--- config.mk ---
export PLATFORM = sky130hd
export DESIGN_NAME = inst_fetch
export DESIGN_NICKNAME = d
export VERILOG_FILES = /design/src/rtl/inst_fetch_pkg.sv /design/src/rtl/inst_fetch_skid_buf.sv /design/src/rtl/inst_fetch.sv
export SDC_FILE = /design/constraint.sdc
export NUM_CORES = 1
export LEC_CHECK = 0
export CAP_MARGIN = 20
export CORE_UTILIZATION = 54
export CTS_CLUSTER_SIZE = 40
export DETAILED_ROUTE_END_ITERATION = 6
export PLACE_DENSITY_LB_ADDON = 0.2
export SLEW_MARGIN = 20
export SYNTH_ARGS = -nofsm -noshare
export SYNTH_HDL_FRONTEND = slang
export SYNTH_SLANG_ARGS = --single-unit
--- constraint.sdc ---
create_clock -name clk -period 7.1 [get_ports clk]
set_input_delay 1.42 -clock clk [delete_from_list [all_inputs] [get_ports clk]]
set_output_delay 1.42 -clock clk [all_outputs]
set_load 0.01 [all_outputs]
--- src/rtl/inst_fetch_pkg.sv ---
// ---------------------------------------------------------------------------
// inst_fetch_pkg
// Shared MIPS definitions for the front end: fetch FSM state encoding,
// PC constants (reset default, increment) and primary opcode values, plus
// small PC helper functions used by the fetch stage.
// ---------------------------------------------------------------------------
package inst_fetch_pkg;

    // Fetch FSM states
    typedef enum logic [1:0] {
        ST_FETCH = 2'b00,
        ST_HOLD  = 2'b01,
        ST_DROP  = 2'b10
    } fetch_state_e;

    // PC constants
    localparam logic [31:0] PC_RESET_DEFAULT = 32'h0000_0000;
    localparam logic [31:0] PC_INC           = 32'h0000_0004;

    // Primary opcode field values (instr[31:26])
    localparam logic [5:0] OP_RTYPE = 6'h00;
    localparam logic [5:0] OP_J     = 6'h02;
    localparam logic [5:0] OP_JAL   = 6'h03;
    localparam logic [5:0] OP_BEQ   = 6'h04;
    localparam logic [5:0] OP_BNE   = 6'h05;
    localparam logic [5:0] OP_LW    = 6'h23;
    localparam logic [5:0] OP_SW    = 6'h2B;

    // Force a byte address onto a word boundary
    function automatic logic [31:0] pc_align(input logic [31:0] pc);
        return {pc[31:2], 2'b00};
    endfunction

    // True when the low two address bits are non-zero
    function automatic logic pc_is_misaligned(input logic [31:0] pc);
        return (pc[1:0] != 2'b00);
    endfunction

endpackage

--- src/rtl/inst_fetch_skid_buf.sv ---
// ---------------------------------------------------------------------------
// fetch_skid_buf
// One-entry skid buffer holding an instruction and its PC when the fetch
// stage receives data that the ID stage cannot accept yet.
// Ports:
//   i_clk, i_rst_n  clock, synchronous active-low reset
//   i_load          capture i_inst/i_pc and mark entry valid
//   i_drain         entry consumed by the output register
//   i_clear         discard entry (redirect)
//   i_inst, i_pc    data to capture
//   o_inst, o_pc    stored data
//   o_valid         entry holds data
// ---------------------------------------------------------------------------
module fetch_skid_buf (
    input  logic        i_clk,
    input  logic        i_rst_n,
    input  logic        i_load,
    input  logic        i_drain,
    input  logic        i_clear,
    input  logic [31:0] i_inst,
    input  logic [31:0] i_pc,
    output logic [31:0] o_inst,
    output logic [31:0] o_pc,
    output logic        o_valid
);

    logic [31:0] r_inst;
    logic [31:0] r_pc;
    logic        r_valid;

    // Buffer storage: clear/drain take precedence over a new load
    always_ff @(posedge i_clk) begin
        if (!i_rst_n) begin
            r_inst  <= 32'h0000_0000;
            r_pc    <= 32'h0000_0000;
            r_valid <= 1'b0;
        end else begin
            if (i_clear || i_drain) begin
                r_valid <= 1'b0;
            end else if (i_load) begin
                r_valid <= 1'b1;
            end else begin
                r_valid <= r_valid;
            end
            if (i_load && !i_clear) begin
                r_inst <= i_inst;
                r_pc   <= i_pc;
            end else begin
                r_inst <= r_inst;
                r_pc   <= r_pc;
            end
        end
    end

    assign o_inst  = r_inst;
    assign o_pc    = r_pc;
    assign o_valid = r_valid;

endmodule

--- src/rtl/inst_fetch.sv ---
// ---------------------------------------------------------------------------
// inst_fetch
// Instruction fetch stage: issues word-aligned fetches, delivers one
// instruction per cycle to ID, parks data in a skid buffer when ID stalls,
// and drops stale responses after a redirect.
// Ports:
//   clk, rst_n               clock, synchronous active-low reset
//   if_en, if_rst            ID accept enable, valid_id flush
//   redirect, redirect_pc    taken branch/jump and its target
//   imem_req/addr/ack/rdata  instruction memory handshake
//   inst_id, pc_id, valid_id output register to ID
//   fetch_stall              request pending without ack this cycle
//   misaligned               sticky: misaligned redirect target seen
// ---------------------------------------------------------------------------
module inst_fetch
    import inst_fetch_pkg::*;
#(
    parameter logic [31:0] RESET_VECTOR = PC_RESET_DEFAULT
) (
    input  logic        clk,
    input  logic        rst_n,
    input  logic        if_en,
    input  logic        if_rst,
    input  logic        redirect,
    input  logic [31:0] redirect_pc,
    output logic        imem_req,
    output logic [31:0] imem_addr,
    input  logic        imem_ack,
    input  logic [31:0] imem_rdata,
    output logic [31:0] inst_id,
    output logic [31:0] pc_id,
    output logic        valid_id,
    output logic        fetch_stall,
    output logic        misaligned
);

    fetch_state_e r_state, w_state_nxt;
    logic [31:0]  r_pc, w_pc_nxt;
    logic [31:0]  r_drop_addr, w_drop_addr_nxt;
    logic [31:0]  r_inst_id, r_pc_id;
    logic         r_valid_id, r_misaligned;

    logic         w_out_load, w_out_sel_skid, w_out_clear;
    logic         w_skid_load, w_skid_drain, w_skid_clear;
    logic [31:0]  w_skid_inst, w_skid_pc;
    logic         w_skid_valid;

    fetch_skid_buf u_skid (
        .i_clk   (clk),
        .i_rst_n (rst_n),
        .i_load  (w_skid_load),
        .i_drain (w_skid_drain),
        .i_clear (w_skid_clear),
        .i_inst  (imem_rdata),
        .i_pc    (r_pc),
        .o_inst  (w_skid_inst),
        .o_pc    (w_skid_pc),
        .o_valid (w_skid_valid)
    );

    // FSM state, PC and drop-address registers
    always_ff @(posedge clk) begin
        if (!rst_n) begin
            r_state     <= ST_FETCH;
            r_pc        <= pc_align(RESET_VECTOR);
            r_drop_addr <= 32'h0000_0000;
        end else begin
            r_state     <= w_state_nxt;
            r_pc        <= w_pc_nxt;
            r_drop_addr <= w_drop_addr_nxt;
        end
    end

    // Next-state and datapath control; redirect outranks ack and if_en
    always_comb begin
        w_state_nxt     = r_state;
        w_pc_nxt        = r_pc;
        w_drop_addr_nxt = r_drop_addr;
        w_out_load      = 1'b0;
        w_out_sel_skid  = 1'b0;
        w_out_clear     = 1'b0;
        w_skid_load     = 1'b0;
        w_skid_drain    = 1'b0;
        w_skid_clear    = 1'b0;
        case (r_state)
            ST_FETCH: begin
                if (redirect) begin
                    w_pc_nxt     = pc_align(redirect_pc);
                    w_skid_clear = 1'b1;
                    w_out_clear  = 1'b1;
                    if (imem_ack) begin
                        w_state_nxt = ST_FETCH;
                    end else begin
                        // Outstanding request must finish at its old address
                        w_state_nxt     = ST_DROP;
                        w_drop_addr_nxt = r_pc;
                    end
                end else if (imem_ack) begin
                    w_pc_nxt = r_pc + PC_INC;
                    if (if_en) begin
                        w_out_load = 1'b1;
                    end else begin
                        w_skid_load = 1'b1;
                        w_state_nxt = ST_HOLD;
                    end
                end else if (if_en) begin
                    w_out_clear = 1'b1;
                end else begin
                    w_out_clear = 1'b0;
                end
            end
            ST_HOLD: begin
                if (redirect) begin
                    w_pc_nxt     = pc_align(redirect_pc);
                    w_skid_clear = 1'b1;
                    w_out_clear  = 1'b1;
                    w_state_nxt  = ST_FETCH;
                end else if (if_en || !w_skid_valid) begin
                    w_out_load     = w_skid_valid;
                    w_out_sel_skid = 1'b1;
                    w_skid_drain   = 1'b1;
                    w_state_nxt    = ST_FETCH;
                end else begin
                    w_state_nxt = ST_HOLD;
                end
            end
            ST_DROP: begin
                if (redirect) begin
                    w_pc_nxt     = pc_align(redirect_pc);
                    w_skid_clear = 1'b1;
                    w_out_clear  = 1'b1;
                end else begin
                    w_pc_nxt = r_pc;
                end
                // The stale response is discarded; resume at the current PC
                if (imem_ack) begin
                    w_state_nxt = ST_FETCH;
                end else begin
                    w_state_nxt = ST_DROP;
                end
            end
            default: begin
                w_state_nxt = ST_FETCH;
            end
        endcase
    end

    // Output register to ID and sticky misalignment flag
    always_ff @(posedge clk) begin
        if (!rst_n) begin
            r_inst_id    <= 32'h0000_0000;
            r_pc_id      <= 32'h0000_0000;
            r_valid_id   <= 1'b0;
            r_misaligned <= 1'b0;
        end else begin
            if (w_out_load) begin
                r_inst_id <= w_out_sel_skid ? w_skid_inst : imem_rdata;
                r_pc_id   <= w_out_sel_skid ? w_skid_pc   : r_pc;
            end else begin
                r_inst_id <= r_inst_id;
                r_pc_id   <= r_pc_id;
            end
            // Flush wins over a simultaneous load
            if (if_rst || w_out_clear) begin
                r_valid_id <= 1'b0;
            end else if (w_out_load) begin
                r_valid_id <= 1'b1;
            end else begin
                r_valid_id <= r_valid_id;
            end
            if (redirect && pc_is_misaligned(redirect_pc)) begin
                r_misaligned <= 1'b1;
            end else begin
                r_misaligned <= r_misaligned;
            end
        end
    end

    // Held reset suppresses the request; HOLD has nothing to fetch
    assign imem_req    = rst_n && (r_state != ST_HOLD);
    assign imem_addr   = (r_state == ST_DROP) ? r_drop_addr : r_pc;
    assign fetch_stall = ((r_state == ST_FETCH) || (r_state == ST_DROP)) && !imem_ack;
    assign inst_id     = r_inst_id;
    assign pc_id       = r_pc_id;
    assign valid_id    = r_valid_id;
    assign misaligned  = r_misaligned;

endmodule

==> key figures <==
Status
  • Outcome: completed

Global route
  • GRT Util Overall: 26.75%
  • Largest net degree at the start of global routing: 95
  • First-pass GRT wire length: 35,780 microns
  • Congestion Overflow GR: 0
  • Initial antenna violation count: 0
  • Number of global-route vias before repair: 6,994

Yosys
  • Primary FF master, synth: dfxtp_1
  • Synth Cell Area: 8894 sq um
  • Post-synth EDFFs: 0
  • Yosys warns: 0
  • Post-Synthesis Cells: 1,062
  • Syn_area_per_cell: 8.374 sq um
  • Library cells used by synthesis: 68
  • Synthesized flop and latch total: 189
  • Seq/Total Area, Yosys: 42.54%
  • Synth async-reset ratio: 0%

Finish
  • # fillers: 1,364
  • Most common cell after layout, fill and taps aside: nand2_1
  • Area of the multi-input gates: 4532 sq um
  • Layout area overhead: 23.34%
  • Fraction of layout cells with a size suffix above 1: 8.520%
  • Final nets: 1,225
  • Post-layout instance area: 10,970 sq um
  • Register Area: 3784 sq um
  • N_diodes: 0
  • Most frequent cells in the layout: 215 x nand2_1, 189 x dfxtp_1, 165 x clkdlybuf4s50_1
  • Final core occ: 68.56%

Timing
  • Total Neg Setup Slack: 0 ns
  • RSZ-0062 raised after global routing: false
  • Fin crit share: 65.91%
  • Clk_skew: 0.007551 ns
  • Worst-Margin Slew: 0.9510 ns
  • Slew margin rel.: 36.60%
  • Tmin final: 4.680 ns
  • Final count of negative-setup-slack endpoints: 0
  • Fin. Hold Viols: 0
  • Max Slew Vio Count: 0
  • Max Clk Rate: 213.7 MHz

Routing
  • Detail Route Antenna Nets: 0
  • Pre-antenna DRT Iters: 5
  • Vias per inst: 5.748
  • Average wire per standard cell: 16.36 microns
  • DRC viols: 0
  • Drt total wl: 22,550 microns
  • DR vias: 7,921
  • Drt initial violations: 699

Run
  • Max-cap violation count: 0

Clock network
  • Clock network latency to the later pin of the worst-skew pair: 0.43 ns
  • Clock buffer depth: 2
  • Clock root cell: clkbuf_16
  • H-tree Lvls: 4
  • CTS Sinks: 189
  • Clk slew on worst S/H paths: 0.07 ns
  • Cts hold-fix bufs: 0
  • Post-CTS Setup Inserts: 0
  • Cts repair resizes: 0
  • CTS tree: yes
  • CTS Buf Count: 17

Setup path
  • CP max FO: 78
  • Setup crit end kind: output port
  • Register-to-register setup slack: 4.22 ns
  • Critical Path RT: 5.68 ns
  • Worst path cell trace: clkdlybuf4s50_1 -> buf_4 -> inv_4 -> nor2_1 -> clkdlybuf4s50_1
  • CP max stage delay: 0.55 ns
  • Slowest-stage cell, CP: clkdlybuf4s50_1
  • Type of the worst setup path: in -> out
  • Most frequent cell on the critical path: clkdlybuf4s50_1
  • Crit path DAT: 3.26 ns
  • CP delay by family, top: buffers and inverters
  • Kind of start point of the critical path: primary input
  • CP Buf/Inv Count: 4

Die
  • Die Height: 130.3 microns
  • I/O pin count: 170
  • Row count: 46
  • Die ar.: 16,990 sq um
  • Starting Density: 55.58%
  • DIE WIDTH: 130.3 microns
  • Core box area: 16,000 sq um

Power
  • Peak VDD IR: 166.7 uV
  • Pleak: 4.041 nW
  • PD cells: 237.9 nW/um^2

Hold path
  • Worst Hold Class: reg -> reg

Place
  • Placer's final routability congestion estimate: 0.8359
  • Dpl cell area: 10,360 sq um
  • DP Wirelength: 14,510 microns
  • Port bufs: 165
## cell type report
class	count	share of cell area [%]
timing repair buffer	178	15.95
multi-input combinational	756	41.31
sequential	189	34.49
clock inverter	15	1.643
clock buffer	17	3.878
inverter	7	0.2623
tap	216	2.464
## kinds of logic (layout without fill, tap and decap cells)
group | count (synthesis) | after routing | share of synthesized area (%)
compound gates | 260 | 260 | 18.88
buf+inv | 120 | 217 | 7.119
flops | 189 | 189 | 42.54
other cells | 1 | 4 | 0.04217
fa+ha+maj | 6 | 6 | 0.8441
simple gates | 392 | 392 | 19.58
mux | 94 | 94 | 10.99
## worst register-to-register path, stage by stage (launching register included)
cell	delay (ns)
dfxtp_1	0.35
inv_1	0.11
ha_1	0.36
nand2_2	0.27
a21oi_4	0.79
buf_4	0.53
nor2_1	0.10
a211oi_1	0.27
## metrics by stage
stage          total power, mW  instances  worst slack (ns)  hold WS [ns]
2_1_floorplan            1.476       1065             3.375        0.4329
3_3_place_gp             1.645       1346             2.391        0.4379
3_5_place_dp             1.655       1346             2.401        0.4395
4_1_cts                  2.618       1378             2.409        0.4536
5_1_grt                  2.716       1378             2.311        0.4703
6_report                 2.609       1378             2.420        0.4525
## state kept, by name, indices dropped and copies added, names as in the netlist
register,flops
valid_id,1
u_skid.o_pc,30
pc_id,30
u_skid.o_inst,32
r_state,2
r_drop_addr,30
inst_id,32
u_skid.o_valid,1
misaligned,1
r_pc,30
## final timing paths
kind	from	to	cells after the start
max	rst_n	imem_req	5
min	r_drop_addr[22]	r_drop_addr[22]	2
max reg2reg	r_state[0]	inst_id[29]	7
min reg2reg	r_drop_addr[22]	r_drop_addr[22]	2
## synthesized netlist by cell type (4+ instances only)
cell type	instances	area, sq um
mux2_2	29	326.6
a211oi_1	67	503.0
ha_1	6	75.07
buf_6	4	45.04
buf_4	10	75.07
nand3_1	17	85.08
o21ai_0	16	80.08
clkbuf_1	74	277.8
and3_1	5	31.28
a22oi_1	5	37.54
o211ai_1	8	60.06
a21oi_1	111	555.5
o221ai_1	4	35.03
or2_2	4	25.02
nor3_1	15	75.07
a32oi_1	7	61.31
mux2i_1	65	650.6
dfxtp_1	189	3784
and4_1	5	43.79
clkbuf_8	10	137.6
nand2_1	215	807.0
o22ai_1	6	37.54
nor2_1	85	319.1
buf_1	5	18.77
nand4_1	7	43.79
or3_1	9	56.30
inv_1	6	22.52
buf_2	9	45.04
a31oi_1	6	37.54
## power by group
part           switching (mW)  internal [mW]  total, mW
sequential             0.0816           1.12       1.20
clock                   0.441          0.533      0.974
combinational           0.224          0.213      0.437
total                   0.746           1.86       2.61
## per-layer routing
metal / global-route usage (%) / wire, microns / up-vias
met2: 42.55 / 10420 / 306
li1: - / - / 3932
met5: 0 / 0 / -
met1: 37.35 / 10280 / 3657
met3: 4.100 / 1530 / 26
met4: 8.249 / 315 / 0
Power figures use the tool's default switching activity.
